`src/rtl/fetch_pkg.sv`:
```
// rtl/fetch_pkg.sv - shared widths, opcode match values and branch decode for the fetch unit
package fetch_pkg;

    localparam int PC_W = 11;
    localparam int IR_W = 14;

    localparam logic [IR_W-1:0] NOP_WORD    = 14'h0000;

    localparam logic [IR_W-1:0] GOTO_MASK   = 14'h3800;
    localparam logic [IR_W-1:0] GOTO_MATCH  = 14'h2800;
    localparam logic [IR_W-1:0] CALL_MASK   = 14'h3800;
    localparam logic [IR_W-1:0] CALL_MATCH  = 14'h2000;
    localparam logic [IR_W-1:0] RETLW_MASK  = 14'h3C00;
    localparam logic [IR_W-1:0] RETLW_MATCH = 14'h3400;
    localparam logic [IR_W-1:0] RETURN_WORD = 14'h0008;
    localparam logic [IR_W-1:0] RETFIE_WORD = 14'h0009;

    typedef enum logic [1:0] {
        BR_NONE,
        BR_GOTO,
        BR_CALL,
        BR_RET
    } branch_e;

    // RETFIE has no interrupt side effects here, so it behaves exactly like RETURN.
    function automatic branch_e decode_branch(input logic [IR_W-1:0] ir);
        branch_e br;
        br = BR_NONE;
        if ((ir & GOTO_MASK) == GOTO_MATCH) begin
            br = BR_GOTO;
        end else if ((ir & CALL_MASK) == CALL_MATCH) begin
            br = BR_CALL;
        end else if ((ir == RETURN_WORD) || (ir == RETFIE_WORD) ||
                     ((ir & RETLW_MASK) == RETLW_MATCH)) begin
            br = BR_RET;
        end
        return br;
    endfunction

endpackage

```
`src/rtl/call_stack.sv`:
```
// rtl/call_stack.sv - circular return-address stack; occupancy check under FETCH_STACK_CHECK_EN
module call_stack
    import fetch_pkg::*;
#(
    parameter int DEPTH = 8
) (
    input  logic            clk,
    input  logic            rst_n,
    input  logic            push,
    input  logic            pop,
    input  logic [PC_W-1:0] push_data,
    output logic [PC_W-1:0] pop_data,
    output logic            err
);

    localparam int PTR_W = (DEPTH > 1) ? $clog2(DEPTH) : 1;

    logic [PC_W-1:0]  mem [DEPTH];
    logic [PTR_W-1:0] ptr;
    logic [PTR_W-1:0] ptr_inc;
    logic [PTR_W-1:0] ptr_dec;

    // Explicit wrap so non power-of-two depths still behave circularly.
    assign ptr_inc  = (ptr == PTR_W'(DEPTH - 1)) ? '0 : ptr + PTR_W'(1);
    assign ptr_dec  = (ptr == '0) ? PTR_W'(DEPTH - 1) : ptr - PTR_W'(1);

    // Top of stack sits just below the pointer; an empty pop reads the wrapped slot.
    assign pop_data = mem[ptr_dec];

    // Pointer moves on push/pop and never saturates, so overflow overwrites the oldest entry.
    always_ff @(posedge clk or negedge rst_n) begin
        if (!rst_n) begin
            ptr <= '0;
        end else if (push) begin
            ptr <= ptr_inc;
        end else if (pop) begin
            ptr <= ptr_dec;
        end
    end

    // Entry storage needs no reset; stale contents are what an empty pop returns.
    always_ff @(posedge clk) begin
        if (push) begin
            mem[ptr] <= push_data;
        end
    end

`ifdef FETCH_STACK_CHECK_EN
    localparam int CNT_W = $clog2(DEPTH + 1);

    logic [CNT_W-1:0] count;

    // Occupancy saturates at 0..DEPTH; a push when full or pop when empty raises err for one cycle.
    always_ff @(posedge clk or negedge rst_n) begin
        if (!rst_n) begin
            count <= '0;
            err   <= 1'b0;
        end else begin
            err <= 1'b0;
            if (push) begin
                if (count == CNT_W'(DEPTH)) begin
                    err <= 1'b1;
                end else begin
                    count <= count + CNT_W'(1);
                end
            end else if (pop) begin
                if (count == '0) begin
                    err <= 1'b1;
                end else begin
                    count <= count - CNT_W'(1);
                end
            end
        end
    end
`else
    assign err = 1'b0;
`endif

endmodule

```
`src/rtl/pc_fetch_unit.sv`:
```
// rtl/pc_fetch_unit.sv - PC/IR fetch stage with branch handling; stack check under FETCH_STACK_CHECK_EN
module pc_fetch_unit
    import fetch_pkg::*;
#(
    parameter logic [PC_W-1:0] RESET_VECTOR = 11'h000,
    parameter int              STACK_DEPTH  = 8
) (
    input  logic            clk,
    input  logic            rst_n,
    input  logic            stall_in,
    input  logic            skip_in,
    input  logic [IR_W-1:0] Rom_data_in,
    output logic [PC_W-1:0] Rom_addr_out,
    output logic [IR_W-1:0] ir_out,
    output logic            ir_valid,
    output logic            stack_err
);

    logic [PC_W-1:0] pc_q;
    logic [PC_W-1:0] pc_d;
    logic [IR_W-1:0] ir_q;
    logic [IR_W-1:0] ir_d;
    logic            valid_q;
    logic            valid_d;
    logic            push;
    logic            pop;
    logic [PC_W-1:0] pop_data;
    branch_e         br;

    // Bubbles never decode, so back-to-back branches each pay their own bubble.
    assign br = valid_q ? decode_branch(ir_q) : BR_NONE;

    // Next PC/IR selection: stall > branch > skip > sequential.
    always_comb begin
        pc_d    = pc_q;
        ir_d    = ir_q;
        valid_d = valid_q;
        push    = 1'b0;
        pop     = 1'b0;
        if (!stall_in) begin
            case (br)
                BR_GOTO: begin
                    pc_d    = ir_q[PC_W-1:0];
                    ir_d    = NOP_WORD;
                    valid_d = 1'b0;
                end
                BR_CALL: begin
                    pc_d    = ir_q[PC_W-1:0];
                    ir_d    = NOP_WORD;
                    valid_d = 1'b0;
                    push    = 1'b1;
                end
                BR_RET: begin
                    pc_d    = pop_data;
                    ir_d    = NOP_WORD;
                    valid_d = 1'b0;
                    pop     = 1'b1;
                end
                default: begin
                    pc_d = pc_q + PC_W'(1);
                    if (skip_in && valid_q) begin
                        ir_d    = NOP_WORD;
                        valid_d = 1'b0;
                    end else begin
                        ir_d    = Rom_data_in;
                        valid_d = 1'b1;
                    end
                end
            endcase
        end
    end

    // PC, IR and valid flag registers.
    always_ff @(posedge clk or negedge rst_n) begin
        if (!rst_n) begin
            pc_q    <= RESET_VECTOR;
            ir_q    <= NOP_WORD;
            valid_q <= 1'b0;
        end else begin
            pc_q    <= pc_d;
            ir_q    <= ir_d;
            valid_q <= valid_d;
        end
    end

    // While a CALL sits in IR the PC already points at the word after it.
    call_stack #(
        .DEPTH (STACK_DEPTH)
    ) u_call_stack (
        .clk       (clk),
        .rst_n     (rst_n),
        .push      (push),
        .pop       (pop),
        .push_data (pc_q),
        .pop_data  (pop_data),
        .err       (stack_err)
    );

    assign Rom_addr_out = pc_q;
    assign ir_out       = ir_q;
    assign ir_valid     = valid_q;

endmodule

```
`config.mk`:
```
export PLATFORM = sky130hd
export DESIGN_NAME = pc_fetch_unit
export DESIGN_NICKNAME = d
export VERILOG_FILES = /design/src/rtl/fetch_pkg.sv /design/src/rtl/call_stack.sv /design/src/rtl/pc_fetch_unit.sv
export SDC_FILE = /design/constraint.sdc
export NUM_CORES = 1
export LEC_CHECK = 0
export CORE_MARGIN = 10
export CORE_UTILIZATION = 50
export CTS_BUF_LIST = sky130_fd_sc_hd__clkbuf_16
export DETAILED_ROUTE_END_ITERATION = 6
export GPL_ROUTABILITY_DRIVEN = 0
export PLACE_DENSITY = 0.79
export REMOVE_ABC_BUFFERS = 1
export SYNTH_ARGS = -nofsm -noshare
export SYNTH_HDL_FRONTEND = slang
export SYNTH_HIERARCHICAL = 1
export SYNTH_SLANG_ARGS = --single-unit
```
`constraint.sdc`:
```
create_clock -name clk -period 2.9 [get_ports clk]
set_input_delay 0.58 -clock clk [delete_from_list [all_inputs] [get_ports clk]]
set_output_delay 0.58 -clock clk [all_outputs]
set_load 0.05 [all_outputs]
```
==> out/results.ini <==
[outcome]
status = completed

[cts]
clock_path_buffers = 2
clk_latency_ps = 410
cts_tree = done
holdBufCountCts = 0
h-tree-depth = 4
clock_sinks = 117
cts.root.buffer_cell = clkbuf_16
cts.clk_slew.worst_paths_ps = 60
cts_buffers = 17

[floorplanning]
die_area_mm2 = 0.0150
fp.coreArea_mm2 = 0.0103
fp-row-count = 37
initial_core_util_pct = 51.0
die_w_um = 122
ios = 45
dieHeight_um = 122

[timing]
slew_headroom_pct = 44.0
period_minus_slack_ps = 2760
slew_violations = 0
tns_ps = 0
fin_ws_ps = 135
timing.final.crit_share_pct = 95.3
max_slew.worst_pin.slew_ps = 840
setup_viol = 0
fmax_mhz = 362
skew_ps = 11.5
final_hold_viol_count = 0
grt_setup_unrepaired = no

[global_routing]
overflow = 0
grt_max_degree = 30
grt_antenna_before_repair = 0
grt_pass1_vias = 3338
grt_util_all_layers_pct = 16.6
grt_first_pass_wirelength_um = 18900

[synth]
async_reset_ff_share_pct = 24.8
yosysWarnings = 6
ys_ff_latch = 117
ys_seq_area_share_pct = 64.2
synth_edf_count = 88
syn_avg_cell_area_um2 = 15.1
synth_area_mm2 = 0.00525
yosysUniqueCellTypes = 53
synth_cells = 348
synth_ff_type = edfxtp_1

[finish]
drive_above_1_share_pct = 18.8
fin_util_pct = 62.9
area_delta_synth_final_pct = 23.2
final_common_cell = edfxtp_1
layout_common_cells = edfxtp_1 (88), mux2i_1 (44), clkdlybuf4s50_1 (43)
fin_nets = 443
layoutNonFillerInstCount = 566
diodes = 0

[flow_run]
maxCapViolations = 0

[critical_path]
worstPathArrival_ps = 3040
path_class = reg2reg
end_kind = flop
cp-start-kind = flop
critPathRequiredTime_ps = 3180
startpoint = u_call_stack/ptr[1]
path_max_fanout = 11
r2r-start = u_call_stack/ptr[1]

[place]
hpwl_um = 7910
dpl.cell_count = 530
portBuffers = 43
pre_cts_slack_ps = 222

[power_and_ir_drop]
p_comb_share_pct = 41.0
switching_power_w = 0.00268
p_sw_share_pct = 37.6
p_leak_nw = 2.43
power_density_mw_per_mm2 = 1100
clock_power_share_pct = 27.2
peakVddDrop_mv = 0.567
p_int_w = 0.00445
pwr-share-seq_pct = 31.8

[routing]
drc = 0
vias = 3484
wl_per_cell_um = 21.3
ant_nets = 0
wirelength_um = 12000
vias_per_cell = 6.16
drt_iter0_drc = 349
dr.pass1.iters = 5

[min_path]
hp-class = reg2reg
hp-start = Rom_addr_out[9]

-- layout make-up --
type / instances / area (um^2)
clock inverter: 15 / 135
sequential: 117 / 3370
fill: 754 / 3810
inverter: 7 / 26.3
timing repair buffer: 72 / 661
tap: 136 / 170
multi-input combinational: 202 / 1680
clock buffer: 17 / 425
-- Yosys cell counts (2+ instances only) --
cell type | number | area share, %
edfxtp_1 | 88 | 50
mux2i_1 | 44 | 8.4
dfrtp_1 | 29 | 14
nand2_1 | 15 | 1.1
a22o_1 | 14 | 2.3
o22a_1 | 14 | 2.3
nor2_1 | 10 | 0.72
o221ai_2 | 10 | 2.9
buf_6 | 8 | 1.7
ha_1 | 8 | 1.9
buf_2 | 7 | 0.67
buf_4 | 7 | 1.0
a211oi_1 | 6 | 0.86
inv_1 | 6 | 0.43
nand4_1 | 6 | 0.72
a21oi_1 | 5 | 0.48
a221oi_1 | 5 | 0.83
nor3_1 | 5 | 0.48
nor4_1 | 5 | 0.60
o21ai_0 | 5 | 0.48
nand3_1 | 4 | 0.38
a21o_1 | 3 | 0.43
and4b_1 | 3 | 0.57
nand3b_1 | 3 | 0.43
nor2b_1 | 3 | 0.36
a221o_1 | 2 | 0.38
a311oi_1 | 2 | 0.33
a31oi_1 | 2 | 0.24
nand2b_1 | 2 | 0.24
o21a_1 | 2 | 0.29
o21ai_1 | 2 | 0.19
o311a_1 | 2 | 0.38
-- stage by stage --
stage	instance area, um^2	hold slack [ps]	power, W
after floorplan	5070	284	0.00412
after global placement	5870	501	0.00498
after detailed placement	5870	510	0.00507
after CTS	6430	515	0.00703
after global routing	6460	545	0.00742
final	6460	523	0.00713
-- power by group through the flow --
stage	clock, W	combinational (W)	sequential (W)
6_report	0.00194	0.00292	0.00227
5_1_grt	0.00204	0.00309	0.00229
2_1_floorplan	0	0.00142	0.00269
3_5_place_dp	0	0.00278	0.00229
4_1_cts	0.00196	0.00281	0.00226
3_3_place_gp	0	0.00271	0.00227
-- flip-flops by register name, summed over array words and instances, names as in the netlist --
| name | flops |
|---|---|
| ir_valid | 1 |
| ir_out | 14 |
| u_call_stack/mem | 88 |
| Rom_addr_out | 11 |
| u_call_stack/ptr | 3 |
-- final timing paths --
check                                              end  slack (ps)  cells past startpoint
worst min register to register  u_call_stack/mem[2][9]         520                      0
worst max register to register         Rom_addr_out[7]         140                      8
worst max-delay path                   Rom_addr_out[7]         140                      8
worst min-delay path            u_call_stack/mem[2][9]         520                      0
min in group asynchronous                    ir_out[9]         550                      2
max in group asynchronous              Rom_addr_out[6]        2050                      2
-- per-layer routing --
metal  up-vias  routed length (um)  share of wire [%]  GRT usage, %
li1       1544                   -                  -             -
met1      1740                5010                 42          21.4
met2       183                5800                 48          25.8
met3        17                1110                9.2          6.01
met4         0                 125                1.0          5.08
met5         -                   0                  0             0
-- cells by family (layout without fill, tap and decap cells) --
logic type	after synthesis	in the layout	synth area share, %
buf+inv	29	111	3.89
flops	117	117	64.2
other cells	1	1	0.0715
mux	45	45	8.61
compound gates	84	84	14.3
fa+ha+maj	8	8	1.91
simple gates	64	64	7.04
-- worst max-delay path, stage by stage, from the launching register on --
cell and delay [ps]:
dfrtp_1 470, inv_1 110, ha_1 220, ha_1 360, or3b_4 520, o221ai_2 270, a22oi_1 120, a22o_2 250
a311oi_1 320
-- what timing repair did --
action,CTS,global route
gates resized for setup,0,1
endpoints found under the setup margin,0,1
setup buffers,0,4
No activity file was read; power rests on OpenSTA's default activity.
